### config.mk
export PLATFORM = sky130hd
export DESIGN_NAME = jpeg_tile_scheduler_flat
export DESIGN_NICKNAME = d
export VERILOG_FILES = /design/src/rtl/jpeg_tile_scheduler_if.sv /design/src/rtl/jpeg_tile_scheduler.sv /design/src/flat_wrapper.sv
export SDC_FILE = /design/constraint.sdc
export NUM_CORES = 1
export LEC_CHECK = 0
export ABC_AREA = 0
export BUFFER_PORTS_ARGS = -buffer_cell sky130_fd_sc_hd__buf_4
export CAP_MARGIN = 40
export CORE_MARGIN = 4
export CORE_UTILIZATION = 47
export DETAILED_ROUTE_END_ITERATION = 10
export PLACE_DENSITY_LB_ADDON = 0.2
export SYNTH_ARGS = -nofsm -noshare
export SYNTH_HDL_FRONTEND = slang
export SYNTH_SLANG_ARGS = --single-unit
### constraint.sdc
create_clock -name clk_100 -period 4.7 [get_ports clk_100]
set_input_delay 0.235 -clock clk_100 [delete_from_list [all_inputs] [get_ports clk_100]]
set_output_delay 0.235 -clock clk_100 [all_outputs]
set_load 0.03 [all_outputs]
### src/rtl/jpeg_tile_scheduler_if.sv
// Handshake bundle between the tile scheduler and its neighbours
// (sram_control, cpu_with_ethernet, jpeg2000_top). The scheduler binds the
// slave modport; the surrounding system (or a bench) drives the master side.
`timescale 1ns/1ps
interface jpeg_tile_scheduler_if #(
  parameter int unsigned CNT_W = 25
);
  logic             sram_frame_ready;
  logic             jpeg_working;
  logic             one_image_over;
  logic             cpu_flag;
  logic             start_to_jpeg;
  logic [1:0]       start_reason;
  logic             jpeg_rst_n;
  logic [1:0]       sched_state;
  logic [CNT_W-1:0] sram_cycles;
  logic [CNT_W-1:0] jpeg_cycles;
  logic [CNT_W-1:0] cpu_cycles;

  modport master (
    output sram_frame_ready, jpeg_working, one_image_over, cpu_flag,
    input  start_to_jpeg, start_reason, jpeg_rst_n, sched_state,
           sram_cycles, jpeg_cycles, cpu_cycles
  );

  modport slave (
    input  sram_frame_ready, jpeg_working, one_image_over, cpu_flag,
    output start_to_jpeg, start_reason, jpeg_rst_n, sched_state,
           sram_cycles, jpeg_cycles, cpu_cycles
  );
endinterface

### src/rtl/jpeg_tile_scheduler.sv
// Tile scheduler for jpeg2000_top: issues single-cycle start pulses with a
// reason code (1 next tile, 2 first frame, 3 new frame after drain), holds the
// core in reset for RST_HOLD cycles after each image, and optionally keeps
// cycle statistics. Optional feature macro: STAT_COUNTERS_EN.
`timescale 1ns/1ps
module jpeg_tile_scheduler #(
  parameter int unsigned CNT_W    = 25,
  parameter int unsigned RST_HOLD = 4
) (
  input logic                    clk_100,
  input logic                    rst,
  jpeg_tile_scheduler_if.slave   bus
);

  typedef enum logic [1:0] {
    S_IDLE  = 2'b00,
    S_RUN   = 2'b01,
    S_DRAIN = 2'b10
  } state_t;

  state_t     state_q, state_d;
  logic       start_q, start_d;
  logic [1:0] reason_q, reason_d;
  logic       jrst_q, jrst_d;
  logic [3:0] hold_q, hold_d;
  logic       sram_pend_q, sram_pend_d;
  logic       cpu_done_q, cpu_done_d;
  logic       cpu_sync1, cpu_sync2, cpu_prev;
  logic       cpu_rise, cpu_fall;

  // Synchronise the CPU GPIO level and keep one extra stage for edge decode
  always_ff @(posedge clk_100 or negedge rst) begin
    if (!rst) begin
      cpu_sync1 <= 1'b0;
      cpu_sync2 <= 1'b0;
      cpu_prev  <= 1'b0;
    end else begin
      cpu_sync1 <= bus.cpu_flag;
      cpu_sync2 <= cpu_sync1;
      cpu_prev  <= cpu_sync2;
    end
  end

  assign cpu_rise = cpu_sync2 & ~cpu_prev;
  assign cpu_fall = ~cpu_sync2 & cpu_prev;

  // Scheduler state and registered outputs
  always_ff @(posedge clk_100 or negedge rst) begin
    if (!rst) begin
      state_q     <= S_IDLE;
      start_q     <= 1'b0;
      reason_q    <= 2'd0;
      jrst_q      <= 1'b0;
      hold_q      <= '0;
      sram_pend_q <= 1'b0;
      cpu_done_q  <= 1'b0;
    end else begin
      state_q     <= state_d;
      start_q     <= start_d;
      reason_q    <= reason_d;
      jrst_q      <= jrst_d;
      hold_q      <= hold_d;
      sram_pend_q <= sram_pend_d;
      cpu_done_q  <= cpu_done_d;
    end
  end

  // Next-state, start decision and flag bookkeeping
  always_comb begin
    state_d     = state_q;
    start_d     = 1'b0;
    reason_d    = reason_q;
    jrst_d      = 1'b1;
    hold_d      = hold_q;
    sram_pend_d = sram_pend_q;
    cpu_done_d  = cpu_done_q;

    if (state_q == S_RUN || state_q == S_DRAIN) begin
      if (bus.sram_frame_ready) sram_pend_d = 1'b1;
      if (cpu_fall)             cpu_done_d  = 1'b1;
    end

    case (state_q)
      S_IDLE: begin
        if (bus.sram_frame_ready) begin
          start_d     = 1'b1;
          reason_d    = 2'd2;
          state_d     = S_RUN;
          sram_pend_d = 1'b0;
          cpu_done_d  = 1'b0;
        end
      end
      S_RUN: begin
        // End of image outranks a coincident tile request
        if (bus.one_image_over) begin
          state_d = S_DRAIN;
          hold_d  = 4'(RST_HOLD);
          jrst_d  = 1'b0;
        end else if (cpu_rise && bus.jpeg_working && !start_q) begin
          start_d    = 1'b1;
          reason_d   = 2'd1;
          cpu_done_d = 1'b0;
        end
      end
      S_DRAIN: begin
        if (hold_q != 4'd0) begin
          hold_d = hold_q - 4'd1;
          jrst_d = (hold_q == 4'd1);
        end else if ((sram_pend_q || bus.sram_frame_ready) &&
                     (cpu_done_q || cpu_fall)) begin
          // Live pulses count so a flag arriving this cycle is not delayed
          start_d     = 1'b1;
          reason_d    = 2'd3;
          state_d     = S_RUN;
          sram_pend_d = 1'b0;
          cpu_done_d  = 1'b0;
        end
      end
      default: begin
        state_d = S_IDLE;
      end
    endcase
  end

  assign bus.start_to_jpeg = start_q;
  assign bus.start_reason  = reason_q;
  assign bus.jpeg_rst_n    = jrst_q;
  assign bus.sched_state   = state_q;

`ifdef STAT_COUNTERS_EN
  logic [CNT_W-1:0] sram_cnt, jpeg_cnt, cpu_cnt;

  // Per-image SRAM/core cycle counts and drain-time count, all saturating
  always_ff @(posedge clk_100 or negedge rst) begin
    if (!rst) begin
      sram_cnt <= '0;
      jpeg_cnt <= '0;
      cpu_cnt  <= '0;
    end else begin
      if (bus.one_image_over) begin
        sram_cnt <= '0;
        jpeg_cnt <= '0;
      end else if (bus.jpeg_working) begin
        if (jpeg_cnt != '1) jpeg_cnt <= jpeg_cnt + CNT_W'(1);
      end else begin
        if (sram_cnt != '1) sram_cnt <= sram_cnt + CNT_W'(1);
      end
      if (start_d) begin
        cpu_cnt <= '0;
      end else if (state_q == S_DRAIN && cpu_cnt != '1) begin
        cpu_cnt <= cpu_cnt + CNT_W'(1);
      end
    end
  end

  assign bus.sram_cycles = sram_cnt;
  assign bus.jpeg_cycles = jpeg_cnt;
  assign bus.cpu_cycles  = cpu_cnt;
`else
  assign bus.sram_cycles = {CNT_W{1'b0}};
  assign bus.jpeg_cycles = {CNT_W{1'b0}};
  assign bus.cpu_cycles  = {CNT_W{1'b0}};
`endif

endmodule

### src/flat_wrapper.sv
// flat-port wrapper written by rule: the top's interface ports become plain ports
module jpeg_tile_scheduler_flat 
#(
  parameter int unsigned CNT_W    = 25,
  parameter int unsigned RST_HOLD = 4
)
  (clk_100, rst, bus_sram_frame_ready, bus_jpeg_working, bus_one_image_over, bus_cpu_flag, bus_start_to_jpeg, bus_start_reason, bus_jpeg_rst_n, bus_sched_state, bus_sram_cycles, bus_jpeg_cycles, bus_cpu_cycles);
  jpeg_tile_scheduler_if #(.CNT_W(CNT_W)) bus_i ();
  input logic clk_100;
  input logic rst;
  input wire logic [$bits(bus_i.sram_frame_ready)-1:0] bus_sram_frame_ready;
  input wire logic [$bits(bus_i.jpeg_working)-1:0] bus_jpeg_working;
  input wire logic [$bits(bus_i.one_image_over)-1:0] bus_one_image_over;
  input wire logic [$bits(bus_i.cpu_flag)-1:0] bus_cpu_flag;
  output wire logic [$bits(bus_i.start_to_jpeg)-1:0] bus_start_to_jpeg;
  output wire logic [$bits(bus_i.start_reason)-1:0] bus_start_reason;
  output wire logic [$bits(bus_i.jpeg_rst_n)-1:0] bus_jpeg_rst_n;
  output wire logic [$bits(bus_i.sched_state)-1:0] bus_sched_state;
  output wire logic [$bits(bus_i.sram_cycles)-1:0] bus_sram_cycles;
  output wire logic [$bits(bus_i.jpeg_cycles)-1:0] bus_jpeg_cycles;
  output wire logic [$bits(bus_i.cpu_cycles)-1:0] bus_cpu_cycles;
  assign bus_i.sram_frame_ready = bus_sram_frame_ready;
  assign bus_i.jpeg_working = bus_jpeg_working;
  assign bus_i.one_image_over = bus_one_image_over;
  assign bus_i.cpu_flag = bus_cpu_flag;
  assign bus_start_to_jpeg = bus_i.start_to_jpeg;
  assign bus_start_reason = bus_i.start_reason;
  assign bus_jpeg_rst_n = bus_i.jpeg_rst_n;
  assign bus_sched_state = bus_i.sched_state;
  assign bus_sram_cycles = bus_i.sram_cycles;
  assign bus_jpeg_cycles = bus_i.jpeg_cycles;
  assign bus_cpu_cycles = bus_i.cpu_cycles;
  jpeg_tile_scheduler #(.CNT_W(CNT_W), .RST_HOLD(RST_HOLD)) u_core (.clk_100(clk_100), .rst(rst), .bus(bus_i));
endmodule
==> impl_metrics.json <==
{
  "outcome": "finished clean",
  "portBuffers": 11,
  "ir_worst_vdd_v": 0.0003734,
  "vias": 850,
  "cp_max_fo": 11,
  "synth_top_cell_by_area": "buf_4",
  "crit_path_end_kind": "flip-flop",
  "crit_type": "flip-flop to flip-flop",
  "skew_ns": 0.001051,
  "initial_utilization": 0.5077,
  "syn_area_um2": 1436,
  "grt_pass1_wl_um": 3422,
  "clock.fmax_ghz": 0.4802,
  "clock_sinks": 15,
  "multi_input_area_um2": 742.0,
  "avgViaCountPerCell": 4.167,
  "syn_area_per_cell_um2": 9.034,
  "cp_common_cell": "inv_1",
  "ys_seq_elements": 15,
  "drive_gt1_frac": 0.1214,
  "ys_types": 36,
  "finalWirelength_um": 2279,
  "slowest_stage": "dfrtp_1",
  "antennaDiodeCount": 0,
  "grtUsageTotal": 0.1064,
  "cts_buffers": 3,
  "h-tree-depth": 1,
  "fin_nets": 187,
  "maxSlewViolCount": 0,
  "power.leakage_nw": 0.6947,
  "rows": 19,
  "yosys_warnings": 0,
  "final_cell_mix": "conb_1, dfrtp_1, buf_4",
  "ff2ff_path_depth": 6,
  "synthDominantCellAreaShare": 0.3920,
  "first_global_vias": 717,
  "setup_viol": 0,
  "holdWs_ns": 0.05336,
  "r2r_start": "u_core.bus.sched_state[0]$_DFFE_PN0P_",
  "yosysSeqAreaShare": 0.2613,
  "cp.arrival_ns": 2.26,
  "power_density_nw_per_um2": 599.4,
  "startpoint_type": "flip-flop",
  "drt_iter0_markers": 9,
  "synthTopCellsByArea": "buf_4, dfrtp_1, ha_1",
  "cts_tree": "yes",
  "min_path_type": "input port to flip-flop",
  "final.period_utilization": 0.4431,
  "coreArea_um2": 2829,
  "gp_congestion": 0.8091,
  "cts_root_buffer": "clkbuf_4",
  "clkTransAtPathRegs_ns": 0.09,
  "crit_chain": "inv_1, ha_1, inv_1, o21ai_2, a2111oi_4, mux2_4",
  "die-width_um": 63.28,
  "synthArstFlopShare": 1.000,
  "required_ns": 4.87,
  "finalHoldViolCount": 0,
  "gr-total-overflow": 0,
  "worst-path-stages": 6,
  "max_stage_delay_ns": 0.43,
  "final.setup.tns_ns": 0,
  "synth_edf_count": 0,
  "reg2reg_setup_slack_ns": 2.62,
  "dpl.hpwl_um": 1898,
  "area_delta_synth_final_pct": -9.059,
  "postSynthCellCount": 159,
  "regArea_um2": 375.4,
  "drv_cap": 0,
  "die_area_um2": 4004,
  "num_io_pins": 87,
  "crit_family": "compound AO/OA/AOI/OAI gates",
  "grt_max_degree": 16,
  "synth_ff_type": "dfrtp_1",
  "path_buf_inv": 2,
  "drtPass1Iterations": 4,
  "total_power_uw": 783.0,
  "wl_per_cell_um": 11.17,
  "grt_antenna_before_repair": 0,
  "fillCellCount": 283,
  "die_height_um": 63.28,
  "ant_nets": 0,
  "clock_latency_ns": 0.28,
  "drc": 0,
  "rsz0062_at_grt": "no",
  "fin_crit_ns": 2.083,
  "r2r-end": "u_core.bus.start_reason[0]$_DFFE_PN0P_",
  "crit_path_end": "u_core.bus.start_reason[0]$_DFFE_PN0P_",
  "clock_path_buffers": 2,
  "final_common_cell": "conb_1",
  "crit_path_start": "u_core.bus.sched_state[0]$_DFFE_PN0P_"
}
## cells in the mapped netlist (all sizes together), types with 2 or more instances
cell and instances:
a21oi 7, a22o 2, buf 75, dfrtp 15, ha 7, inv 8, mux2 2, mux2i 2
nand2 5, nand2b 2, nand3 2, nor2 4, nor4 2, o21ai 7
## worst reg2reg max path, stage by stage, from the launching register on
cell	delay, ns
dfrtp_1	0.43
inv_1	0.10
ha_1	0.36
inv_1	0.22
o21ai_2	0.12
a2111oi_4	0.41
mux2_4	0.33
## per-layer routing
layer,vias up,track usage,part of all wire
li1,407,-,-
met1,394,0.1347,0.37
met2,47,0.1779,0.53
met3,2,0.02131,0.091
met4,0,0.04043,0.0044
met5,-,0,0
## kinds of logic (layout without fill, tap and decap cells)
kind of cell    after synthesis  after routing  synth area share
buf+inv                      84             24            0.4155
compound gates               25             25            0.1315
simple gates                 23             23           0.09582
flops                        15             15            0.2613
fa+ha+maj                     7              7           0.06097
mux                           4              4           0.03223
other cells                   1             75          0.002611
## sequential cells by signal, indices dropped and copies added, names as in the netlist
| name | flops |
|---|---|
| u_core.bus.jpeg_rst_n | 1 |
| u_core.bus.sched_state | 2 |
| u_core.bus.start_reason | 2 |
| u_core.bus.start_to_jpeg | 1 |
| u_core.cpu_done_q | 1 |
| u_core.cpu_prev | 1 |
| u_core.cpu_sync1 | 1 |
| u_core.cpu_sync2 | 1 |
| u_core.hold_q | 4 |
| u_core.sram_pend_q | 1 |
## metrics by stage
| stage | instance area [um^2] | instances | worst slack (ns) | util |
|---|---|---|---|---|
| finish | 1306 | 204 | 2.617 | 0.4617 |
| global route | 1306 | 204 | 2.486 | 0.4617 |
| CTS | 1306 | 204 | 2.604 | 0.4617 |
| detailed placement | 1269 | 199 | 2.621 | 0.4485 |
| global placement | 1269 | 199 | 2.657 | 0.4485 |
| floorplan | 1714 | 233 | 2.753 | - |
## report_power, final
part           switching [mW]  total [mW]  internal [mW]
combinational           0.307       0.484          0.177
clock                  0.0432      0.0747         0.0316
sequential             0.0470       0.224          0.177
total                   0.397       0.783          0.386
## worst min path at each step
stage	start	end	slack (ns)	cells after the start
3_3_place_gp	rst	u_core.hold_q[2]$_DFFE_PN0P_	0.10	1
4_1_cts	bus_cpu_flag	u_core.cpu_sync1$_DFF_PN0_	0.04	1
6_report	bus_cpu_flag	u_core.cpu_sync1$_DFF_PN0_	0.05	1
3_5_place_dp	rst	u_core.hold_q[1]$_DFFE_PN0P_	0.10	1
2_1_floorplan	rst	u_core.bus.jpeg_rst_n$_DFF_PN0_	-0.06	0
5_1_grt	bus_cpu_flag	u_core.cpu_sync1$_DFF_PN0_	0.03	1
## final cells by class
class	instances	area share
clock buffers	3	0.01724
clock inverters	1	0.003831
inverters	8	0.02299
multi-input cells	134	0.5680
flip-flops and latches	15	0.2874
well taps	31	0.02969
repair buffers	12	0.07088
## what timing repair did
item / 4_1_cts / 5_1_grt
hold buffers: 1 / 0
resized for setup: 0 / 0
endpoints found under the hold margin: 15 / 0
endpoints found under the setup margin: 0 / 0
setup buffers: 0 / 0
Note: power is estimated with default switching activity, not from simulation.
